[src/rtl/io_pkg.sv]
`default_nettype none
// ============================================================================
// Module      : io_pkg
// Description : Shared definitions for the memory-mapped output port path.
// Revision    : 1.0 - initial release
// ============================================================================
package io_pkg;

   typedef enum logic [1:0] {
      IDLE   = 2'd0,
      SETUP  = 2'd1,
      CLK_HI = 2'd2,
      LATCH  = 2'd3
   } shift_state_t;

   localparam int unsigned IO_PORT_W    = 8;
   localparam logic [31:0] IO_PORT_ADDR = 32'd8;

endpackage
`default_nettype wire

[src/rtl/io_port_shifter.sv]
`default_nettype none
// ============================================================================
// Module      : io_port_shifter
// Description : Serialises the output port onto a 74HC595-style shift register.
// Revision    : 1.0 - initial release
// ============================================================================
module io_port_shifter
   import io_pkg::*;
#(
   parameter int unsigned DATA_W    = IO_PORT_W,
   parameter int unsigned CLK_DIV   = 4,
   parameter bit          MSB_FIRST = 1'b1
) (
   input  logic              clk,
   input  logic              reset,
   input  logic [DATA_W-1:0] io_port,
   input  logic              refresh,
   output logic              sr_data,
   output logic              sr_clk,
   output logic              sr_latch,
   output logic              busy
);

   localparam int unsigned      DIV_W    = $clog2(CLK_DIV + 1);
   localparam int unsigned      BIT_W    = (DATA_W > 1) ? $clog2(DATA_W) : 1;
   localparam logic [DIV_W-1:0] DIV_LAST = DIV_W'(CLK_DIV - 1);
   localparam logic [BIT_W-1:0] BIT_LAST = BIT_W'(DATA_W - 1);

   if (CLK_DIV == 0) begin : g_clk_div_check
      $error("io_port_shifter: CLK_DIV must be at least 1");
   end

   function automatic logic first_bit(input logic [DATA_W-1:0] v);
      return MSB_FIRST ? v[DATA_W-1] : v[0];
   endfunction

   function automatic logic [DATA_W-1:0] shift_once(input logic [DATA_W-1:0] v);
      return MSB_FIRST ? (v << 1) : (v >> 1);
   endfunction

   shift_state_t      state_q, state_d;
   logic [DIV_W-1:0]  div_cnt_q, div_cnt_d;
   logic [BIT_W-1:0]  bit_cnt_q, bit_cnt_d;
   logic [DATA_W-1:0] shreg_q, shreg_d;
   logic [DATA_W-1:0] last_sent_q, last_sent_d;
   logic              pend_refresh_q, pend_refresh_d;
   logic              sr_data_q, sr_data_d;
   logic              sr_clk_q, sr_clk_d;
   logic              sr_latch_q, sr_latch_d;
   logic              busy_q, busy_d;

   logic              div_last;
   logic [DATA_W-1:0] shreg_next;

   assign div_last   = (div_cnt_q == DIV_LAST);
   assign shreg_next = shift_once(shreg_q);

   always_comb begin
      state_d        = state_q;
      div_cnt_d      = div_cnt_q;
      bit_cnt_d      = bit_cnt_q;
      shreg_d        = shreg_q;
      last_sent_d    = last_sent_q;
      // A refresh that arrives mid-frame is remembered and served once on return to IDLE
      pend_refresh_d = pend_refresh_q | (refresh && (state_q != IDLE));
      sr_data_d      = sr_data_q;
      sr_clk_d       = sr_clk_q;
      sr_latch_d     = sr_latch_q;
      busy_d         = busy_q;

      case (state_q)
         IDLE: begin
            if ((io_port != last_sent_q) || refresh || pend_refresh_q) begin
               shreg_d        = io_port;
               last_sent_d    = io_port;
               pend_refresh_d = 1'b0;
               bit_cnt_d      = '0;
               div_cnt_d      = '0;
               busy_d         = 1'b1;
               sr_data_d      = first_bit(io_port);
               state_d        = SETUP;
            end
         end
         SETUP: begin
            if (div_last) begin
               div_cnt_d = '0;
               sr_clk_d  = 1'b1;
               state_d   = CLK_HI;
            end else begin
               div_cnt_d = div_cnt_q + 1'b1;
            end
         end
         CLK_HI: begin
            if (div_last) begin
               div_cnt_d = '0;
               sr_clk_d  = 1'b0;
               if (bit_cnt_q == BIT_LAST) begin
                  sr_latch_d = 1'b1;
                  state_d    = LATCH;
               end else begin
                  bit_cnt_d = bit_cnt_q + 1'b1;
                  shreg_d   = shreg_next;
                  sr_data_d = first_bit(shreg_next);
                  state_d   = SETUP;
               end
            end else begin
               div_cnt_d = div_cnt_q + 1'b1;
            end
         end
         LATCH: begin
            if (div_last) begin
               div_cnt_d  = '0;
               sr_latch_d = 1'b0;
               sr_data_d  = 1'b0;
               busy_d     = 1'b0;
               state_d    = IDLE;
            end else begin
               div_cnt_d = div_cnt_q + 1'b1;
            end
         end
         default: begin
            state_d = IDLE;
         end
      endcase
   end

   always_ff @(posedge clk or posedge reset) begin
      if (reset) begin
         state_q        <= IDLE;
         div_cnt_q      <= '0;
         bit_cnt_q      <= '0;
         shreg_q        <= '0;
         last_sent_q    <= '0;
         pend_refresh_q <= 1'b0;
         sr_data_q      <= 1'b0;
         sr_clk_q       <= 1'b0;
         sr_latch_q     <= 1'b0;
         busy_q         <= 1'b0;
      end else begin
         state_q        <= state_d;
         div_cnt_q      <= div_cnt_d;
         bit_cnt_q      <= bit_cnt_d;
         shreg_q        <= shreg_d;
         last_sent_q    <= last_sent_d;
         pend_refresh_q <= pend_refresh_d;
         sr_data_q      <= sr_data_d;
         sr_clk_q       <= sr_clk_d;
         sr_latch_q     <= sr_latch_d;
         busy_q         <= busy_d;
      end
   end

   assign sr_data  = sr_data_q;
   assign sr_clk   = sr_clk_q;
   assign sr_latch = sr_latch_q;
   assign busy     = busy_q;

endmodule
`default_nettype wire

[config.mk]
export PLATFORM = sky130hd
export DESIGN_NAME = io_port_shifter
export DESIGN_NICKNAME = d
export VERILOG_FILES = /design/src/rtl/io_pkg.sv /design/src/rtl/io_port_shifter.sv
export SDC_FILE = /design/constraint.sdc
export NUM_CORES = 1
export LEC_CHECK = 0
export CAP_MARGIN = 20
export CORE_MARGIN = 2
export CORE_UTILIZATION = 35
export CTS_CLUSTER_SIZE = 16
export DETAILED_ROUTE_END_ITERATION = 10
export GPL_TIMING_DRIVEN = 0
export PLACE_DENSITY_LB_ADDON = 0.1
export SLEW_MARGIN = 20
export SYNTH_ARGS = -nofsm -noshare
export SYNTH_HDL_FRONTEND = slang
export SYNTH_SLANG_ARGS = --single-unit
[constraint.sdc]
create_clock -name clk -period 2.3 [get_ports clk]
set_input_delay 0.46 -clock clk [delete_from_list [all_inputs] [get_ports clk]]
set_output_delay 0.46 -clock clk [all_outputs]
set_load 0.005 [all_outputs]
==> results of run 1 <==
==> metal layers <==
layer,track usage,vias to the layer above,part of all wire
met5,0,-,0
li1,-,421,-
met1,0.1876,405,0.53
met4,0.06122,0,0.0095
met3,0.02365,2,0.023
met2,0.1888,7,0.43
==> sequential cells by signal, indices dropped and copies added (netlist names) <==
name / cells
pend_refresh_q: 1
last_sent_q: 8
state_q: 2
busy: 1
sr_data: 1
shreg_q: 7
sr_clk: 1
bit_cnt_q: 3
sr_latch: 1
div_cnt_q: 3
==> per-stage QoR <==
| step | setup WS (ns) | util |
|---|---|---|
| finish | 0.1031 | 0.4407 |
| global route | -0.008582 | 0.4407 |
| CTS | 0.06230 | 0.4374 |
| detailed placement | -0.2357 | 0.4226 |
| global placement | -0.2478 | 0.4226 |
| floorplan | 0.4786 | - |
==> cell type report <==
class                   instances  area share
plain buffers                   5     0.01681
clock buffers                   4     0.03361
inverters                       2    0.004584
multi-input cells              74      0.3873
flip-flops and latches         28      0.4278
well taps                      48     0.03667
repair buffers                 15     0.09320
==> synthesized netlist by cell type, drive strengths merged <==
cell type | number | area, sq um
o22ai | 1 | 6.260
a211oi | 2 | 15.01
a21o | 1 | 7.510
nand4 | 1 | 6.260
buf | 2 | 16.26
a22o | 3 | 30.03
ha | 3 | 37.54
and2b | 1 | 7.510
nand2 | 2 | 7.510
nor2 | 8 | 30.03
nand3 | 1 | 5.000
nor4 | 1 | 21.27
a21oi | 4 | 20.02
and2 | 1 | 6.260
xnor2 | 6 | 52.55
a21boi | 2 | 15.01
nor3 | 2 | 10.01
inv | 2 | 7.510
xor2 | 2 | 17.52
mux2 | 22 | 270.3
a31oi | 2 | 12.51
dfrtp | 28 | 700.7
nand2b | 3 | 18.77
clkbuf | 3 | 11.26
or2 | 2 | 12.51
a32o | 1 | 10.01
o21ai | 3 | 15.01
==> what timing repair did <==
| action | 4_1_cts | 5_1_grt |
|---|---|---|
| buffers inserted | 0 | 1 |
| gates resized for setup | 0 | 2 |
| endpoints found under the setup margin | 0 | 6 |
==> critical path, cell delays in order <==
cell and delay (ns):
clkdlybuf4s50_1 0.53, xnor2_1 0.14, nand4_1 0.16, nor4_4 0.29, buf_4 0.18, a21o_1 0.13
buf_6 0.16, mux2_4 0.31
==> worst paths after layout <==
check                                      end         start  depth (start not counted)  slack (ns)
worst max-delay path                shreg_q[1]    io_port[1]                          8        0.10
worst min-delay path              div_cnt_q[0]  div_cnt_q[0]                          1        0.49
worst max register to register         sr_data  div_cnt_q[0]                          7        0.28
worst min register to register    div_cnt_q[0]  div_cnt_q[0]                          1        0.49
max in group asynchronous       last_sent_q[6]         reset                          2        1.37
min in group asynchronous         bit_cnt_q[0]         reset                          2        0.55
==> logic make-up after synthesis <==
logic type,count (synthesis)
buffers and inverters,7
xor gates and xnor gates,8
AOI/OAI and AO/OA,19
adders and majority gates,3
and+or+nand+nor,22
DFF,28
muxes,22
==> cells in the final DEF, fill, tap and decap left out, drive strengths merged <==
cell / n
a211oi: 2
a21boi: 2
a21o: 1
a21oi: 4
a22o: 3
a31oi: 2
a32o: 1
and2: 1
and2b: 1
buf: 3
clkbuf: 7
clkdlybuf4s50: 12
dfrtp: 28
dlymetal6s2s: 2
ha: 3
inv: 2
mux2: 22
nand2: 2
nand2b: 3
nand3: 1
nand4: 1
nor2: 8
nor3: 2
nor4: 1
o21ai: 3
o22ai: 1
or2: 2
xnor2: 6
xor2: 2
==> power by group through the flow <==
stage | clock network [uW] | registers [uW] | logic (uW)
3_5_place_dp | 0 | 506 | 53.2
6_report | 309 | 496 | 51.6
4_1_cts | 324 | 496 | 53.6
5_1_grt | 346 | 497 | 57.3
3_3_place_gp | 0 | 506 | 52.9
2_1_floorplan | 0 | 506 | 25.6
==> flow_summary_export.csv, run 1 <==
group,metric,value,unit
grt,grt_first_pass_wirelength,4291,um
worst_setup_path,cp.required,2.47,ns
sta,drv_slew,0,
grt,grt_max_degree,29,
worst_setup_path,critical_path_class,"input port to flip-flop",
worst_setup_path,worstPathArrival,2.36,ns
placement,place.gp.congestion,0.7523,
flow_run,drv_cap,0,
synth,synth_compound_area_frac,0.09589,
status,status,"complete, no violations",
final_layout,multi_input_area,634.4,sq um
clocking,path_clk_slew,0.10,ns
sta,post-route-period-util,0.9552,
clocking,clockBufferDepth,2,
sta,fin_skew,0.003854,ns
floorplan,die_h,66.57,um
final_layout,design_area,1638,sq um
synth,synth_warnings,0,
clocking,cts-htree-levels,1,
power,power,857.3,uW
synth,synth_nets,123,
sta,slew_headroom,0.6161,
worst_setup_path,startpoint_type,"input port",
power,power_frac_comb,0.060,
power,p_leak,0.0007377,uW
clocking,clkLatencyLatePin,0.27,ns
placement,portBuffers,14,
floorplan,start_util,0.3687,
detailed_routing,vias,835,
synth,syn_area,1370,sq um
floorplan,core_region_area,3716,sq um
placement,post-dp-hpwl,1726,um
synth,syn_area_per_cell,12.57,sq um
power,p_sw_frac,0.2122,
clocking,cts_root_buffer,"clkbuf_8",
synth,syn_inst,109,
power,peakVddDrop,323.4,uV
clocking,cts_hold_buffers,0,
power,power.share.clock,0.361,
detailed_routing,drt_iter0_markers,14,
sta,fin_tns_setup,0,ns
detailed_routing,drc,0,
grt,grt.overflow.total,0,
power,power_density,523.4,nW/um^2
power,p_switching,181.9,uW
final_layout,nets,143,
floorplan,rows,22,
worst_setup_path,cp_max_fo,10,
grt,grt_pass1_vias,874,
detailed_routing,ant_nets,0,
detailed_routing,viasPerCell,4.744,
sta,setup_viol,0,
clocking,cts_tree,"yes",
clocking,cts_buffers,3,
grt,grt_use_total,0.1305,
synth,ys_types,29,
floorplan,pin_count,15,
sta,fmax,455.2,MHz
grt,antenna_found_initial,0,
floorplan,die_w,66.57,um
hold_path,hp-class,"flip-flop to flip-flop",
placement,place_area,1570,sq um
final_layout,instances_no_fill,176,
sta,timing.hold.ws,0.4889,ns
power,intPower,675.4,uW
sta,min_period,2.197,ns
synth,synth-simple-area-share,0.09132,
final_layout,final_layout_size_suffix_gt1_frac,0.2813,
final_layout,area_growth,19.54,%
synth,ys_seq_area_frac,0.5114,
detailed_routing,postRouteWirelength,2411,um
synth,synth_top_family_by_area,"multiplexers",
detailed_routing,firstDrtPassIters,4,
synth,yosys.area_share.adder,0.02740,
synth,synth_seq_cells,28,
final_layout,seqCellArea,700.7,sq um
synth,synthMuxAreaShare,0.1973,
floorplan,die_area,4431,sq um
power,p_seq_frac,0.579,
sta,hold_viol_final,0,
worst_setup_path,end_kind,"flip-flop",
final_layout,fillers,348,
final_layout,diodes,0,
detailed_routing,routedWlPerCell,13.70,um
synth,synth-xor-area-share,0.05114,
placement,dp.cells,171,
sta,worstMarginPinSlew,0.5750,ns
clocking,cts_sinks,28,
Note: power is estimated with default switching activity, not from simulation.
==> run 2, diff against run 1 <==
- ABC_CLOCK_PERIOD_IN_PS: not set -> 2850
- clock period: 2.3 -> 2.85 ns (I/O delays scaled with it)
==> run 2 against run 1 <==
  * Count of clock-buffer cells in the layout is the same
  * Wire length shrank 0.71%
  * Critical path depth fell by 1
  * Highest routed layer unchanged
  * Clock skew up 0.0011 ns
  * Via count shrank 1.1%
  * Clock power shrank 19%
  * Non-clock buffer count shrank 1
  * Sequential share of layout area up 0.33 points
  * Setup slack improved by 0.41 ns
  * Final area decreased by 0.76%
  * Register-to-register slack improved by 0.53 ns
  * Combinational power shrank 19%
==> flow_summary_export.csv, run 2 (same netlist as run 1, synthesis figures left out) <==
group,metric,value,unit
worst_setup_path,cp_max_fo,10,
placement,place.gp.congestion,0.7523,
clocking,clockBufferDepth,2,
clocking,cts_buffers,3,
floorplan,core_region_area,3716,sq um
placement,dp.cells,171,
final_layout,top_regs,"last_sent_q: 8 flops, shreg_q: 7 flops",
power,peakVddDrop,261.0,uV
power,power,692.0,uW
placement,post-place-ws,0.2043,ns
clocking,path_clk_slew,0.10,ns
worst_setup_path,startpoint_type,"input port",
worst_setup_path,critical_path_class,"input port to flip-flop",
detailed_routing,drt_iter0_markers,11,
sta,drv_slew,0,
grt,grt_use_total,0.1305,
clocking,cts_root_buffer,"clkbuf_8",
final_layout,fillers,349,
floorplan,die_h,66.57,um
placement,place_area,1570,sq um
hold_path,hp-class,"flip-flop to flip-flop",
sta,setup_viol,0,
grt,grt_first_pass_wirelength,4291,um
worst_setup_path,crit_path_max_incr_delay,0.51,ns
worst_setup_path,end_kind,"flip-flop",
status,status,"complete, no violations",
floorplan,rows,22,
grt,antenna_found_initial,0,
detailed_routing,ant_nets,0,
final_layout,final_layout_size_suffix_gt1_frac,0.2756,
sta,rsz0062_at_grt,"no",
clocking,cts_sinks,28,
power,p_leak,0.0007140,uW
final_layout,diodes,0,
grt,grt_busiest_layer,"met2",
grt,grt.met2_usage,0.1888,
worst_setup_path,worst-path-buf-inv,2,
detailed_routing,drc,0,
placement,post-dp-hpwl,1726,um
final_layout,design_area,1625,sq um
worst_setup_path,cp.required,3.02,ns
sta,min_period,2.341,ns
final_layout,instances_no_fill,175,
grt,grt_pass1_vias,874,
worst_setup_path,path_cells,"clkdlybuf4s50_1, xnor2_1, nand3_1, nor4_4, a21o_1, buf_6, mux2_4",
clocking,cts_hold_buffers,0,
placement,portBuffers,14,
final_layout,final_common_cell,"dfrtp_1",
clocking,cts-htree-levels,1,
worst_setup_path,crit_family,"buffers and inverters",
sta,worstMarginPinSlew,0.5734,ns
floorplan,start_util,0.3687,
power,power_density,425.8,nW/um^2
worst_setup_path,worstPathArrival,2.51,ns
grt,met1_usage,0.1876,
sta,fin_tns_setup,0,ns
final_layout,area_growth,18.63,%
floorplan,die_area,4431,sq um
worst_setup_path,setup.reg_to_reg.worst_slack,0.81,ns
detailed_routing,vias,826,
detailed_routing,viasPerCell,4.720,
sta,slew_headroom,0.6172,
final_layout,nets,142,
detailed_routing,routedWlPerCell,13.68,um
flow_run,drv_cap,0,
sta,post-route-period-util,0.8214,
clocking,cts_tree,"yes",
sta,final.setup.worst_slack,0.5090,ns
sta,hold_viol_final,0,
detailed_routing,firstDrtPassIters,4,
clocking,ctsResizeCount,0,
grt,gr-usage-met3,0.02365,
floorplan,die_w,66.57,um
final_layout,mostFrequentLayoutCells,"dfrtp_1 (28), mux2_2 (16), clkdlybuf4s50_1 (14)",
sta,fmax,427.2,MHz
grt,grt.overflow.total,0,
grt,grt_max_degree,29,
clocking,post_cts_buffers,0,
final_layout,largest_reg_flops,8,
sta,fin_skew,0.004912,ns
worst_setup_path,cp_slowest_cell,"clkdlybuf4s50_1",
detailed_routing,postRouteWirelength,2394,um
clocking,clkLatencyLatePin,0.27,ns
floorplan,pin_count,15,
final_layout,regMostFlops,"last_sent_q",
-- run 2: changes by cell type in the layout (fill, tap and decap cells not counted) --
cell             previous run  this run
dlymetal6s2s_1              2         0
clkdlybuf4s50_1            12        14
buf_4                       1         0
-- run 2: through the flow --
stage                     hold slack [ns]  utilization
after global placement             0.4596       0.4226
after CTS                          0.4916       0.4374
after global routing               0.5247       0.4374
after detailed placement           0.4749       0.4226
final                              0.4894       0.4374
after floorplan                    0.4461            -
-- run 2: per-layer routing --
layer  vias up  wire, um
met5         -         0
met4         0        23
met3         2        58
met2         9      1050
met1       395      1262
li1        420         -
-- run 2: worst reg2reg max path, delay by kind of cell, from the launching register on --
kind,cells,cell delay (ns)
multiplexers,1,0.36
AO/OA/AOI/OAI,2,0.35
AND/OR/NAND/NOR,2,0.40
buffers and inverters,1,0.24
flip-flops,1,0.39
adder cells (fa/ha/maj),1,0.20
-- run 2: power by group --
part / internal [uW] / total [uW] / switching, uW
registers: 399 / 400 / 1.32
clock network: 124 / 250 / 126
logic: 22.5 / 41.9 / 19.4
-- run 2: cell type report --
| type | instances | area (sq um) | share of cell area |
|---|---|---|---|
| clock buffer | 4 | 55.05 | 0.03387 |
| timing repair buffer | 14 | 140.1 | 0.08622 |
| multi-input combinational | 74 | 634.4 | 0.3903 |
| buffer | 5 | 27.53 | 0.01694 |
| sequential | 28 | 700.7 | 0.4311 |
| tap | 48 | 60.06 | 0.03695 |
| inverter | 2 | 7.507 | 0.004619 |
-- run 2: path summary, 6_finish.rpt --
kind                                   to    startpoint  cells after the start
min reg2reg                  div_cnt_q[0]  div_cnt_q[0]                      1
max                            shreg_q[1]    io_port[3]                      7
max reg2reg                       sr_data  div_cnt_q[0]                      7
min                          div_cnt_q[0]  div_cnt_q[0]                      1
min in group asynchronous    bit_cnt_q[0]         reset                      2
max in group asynchronous  last_sent_q[6]         reset                      2
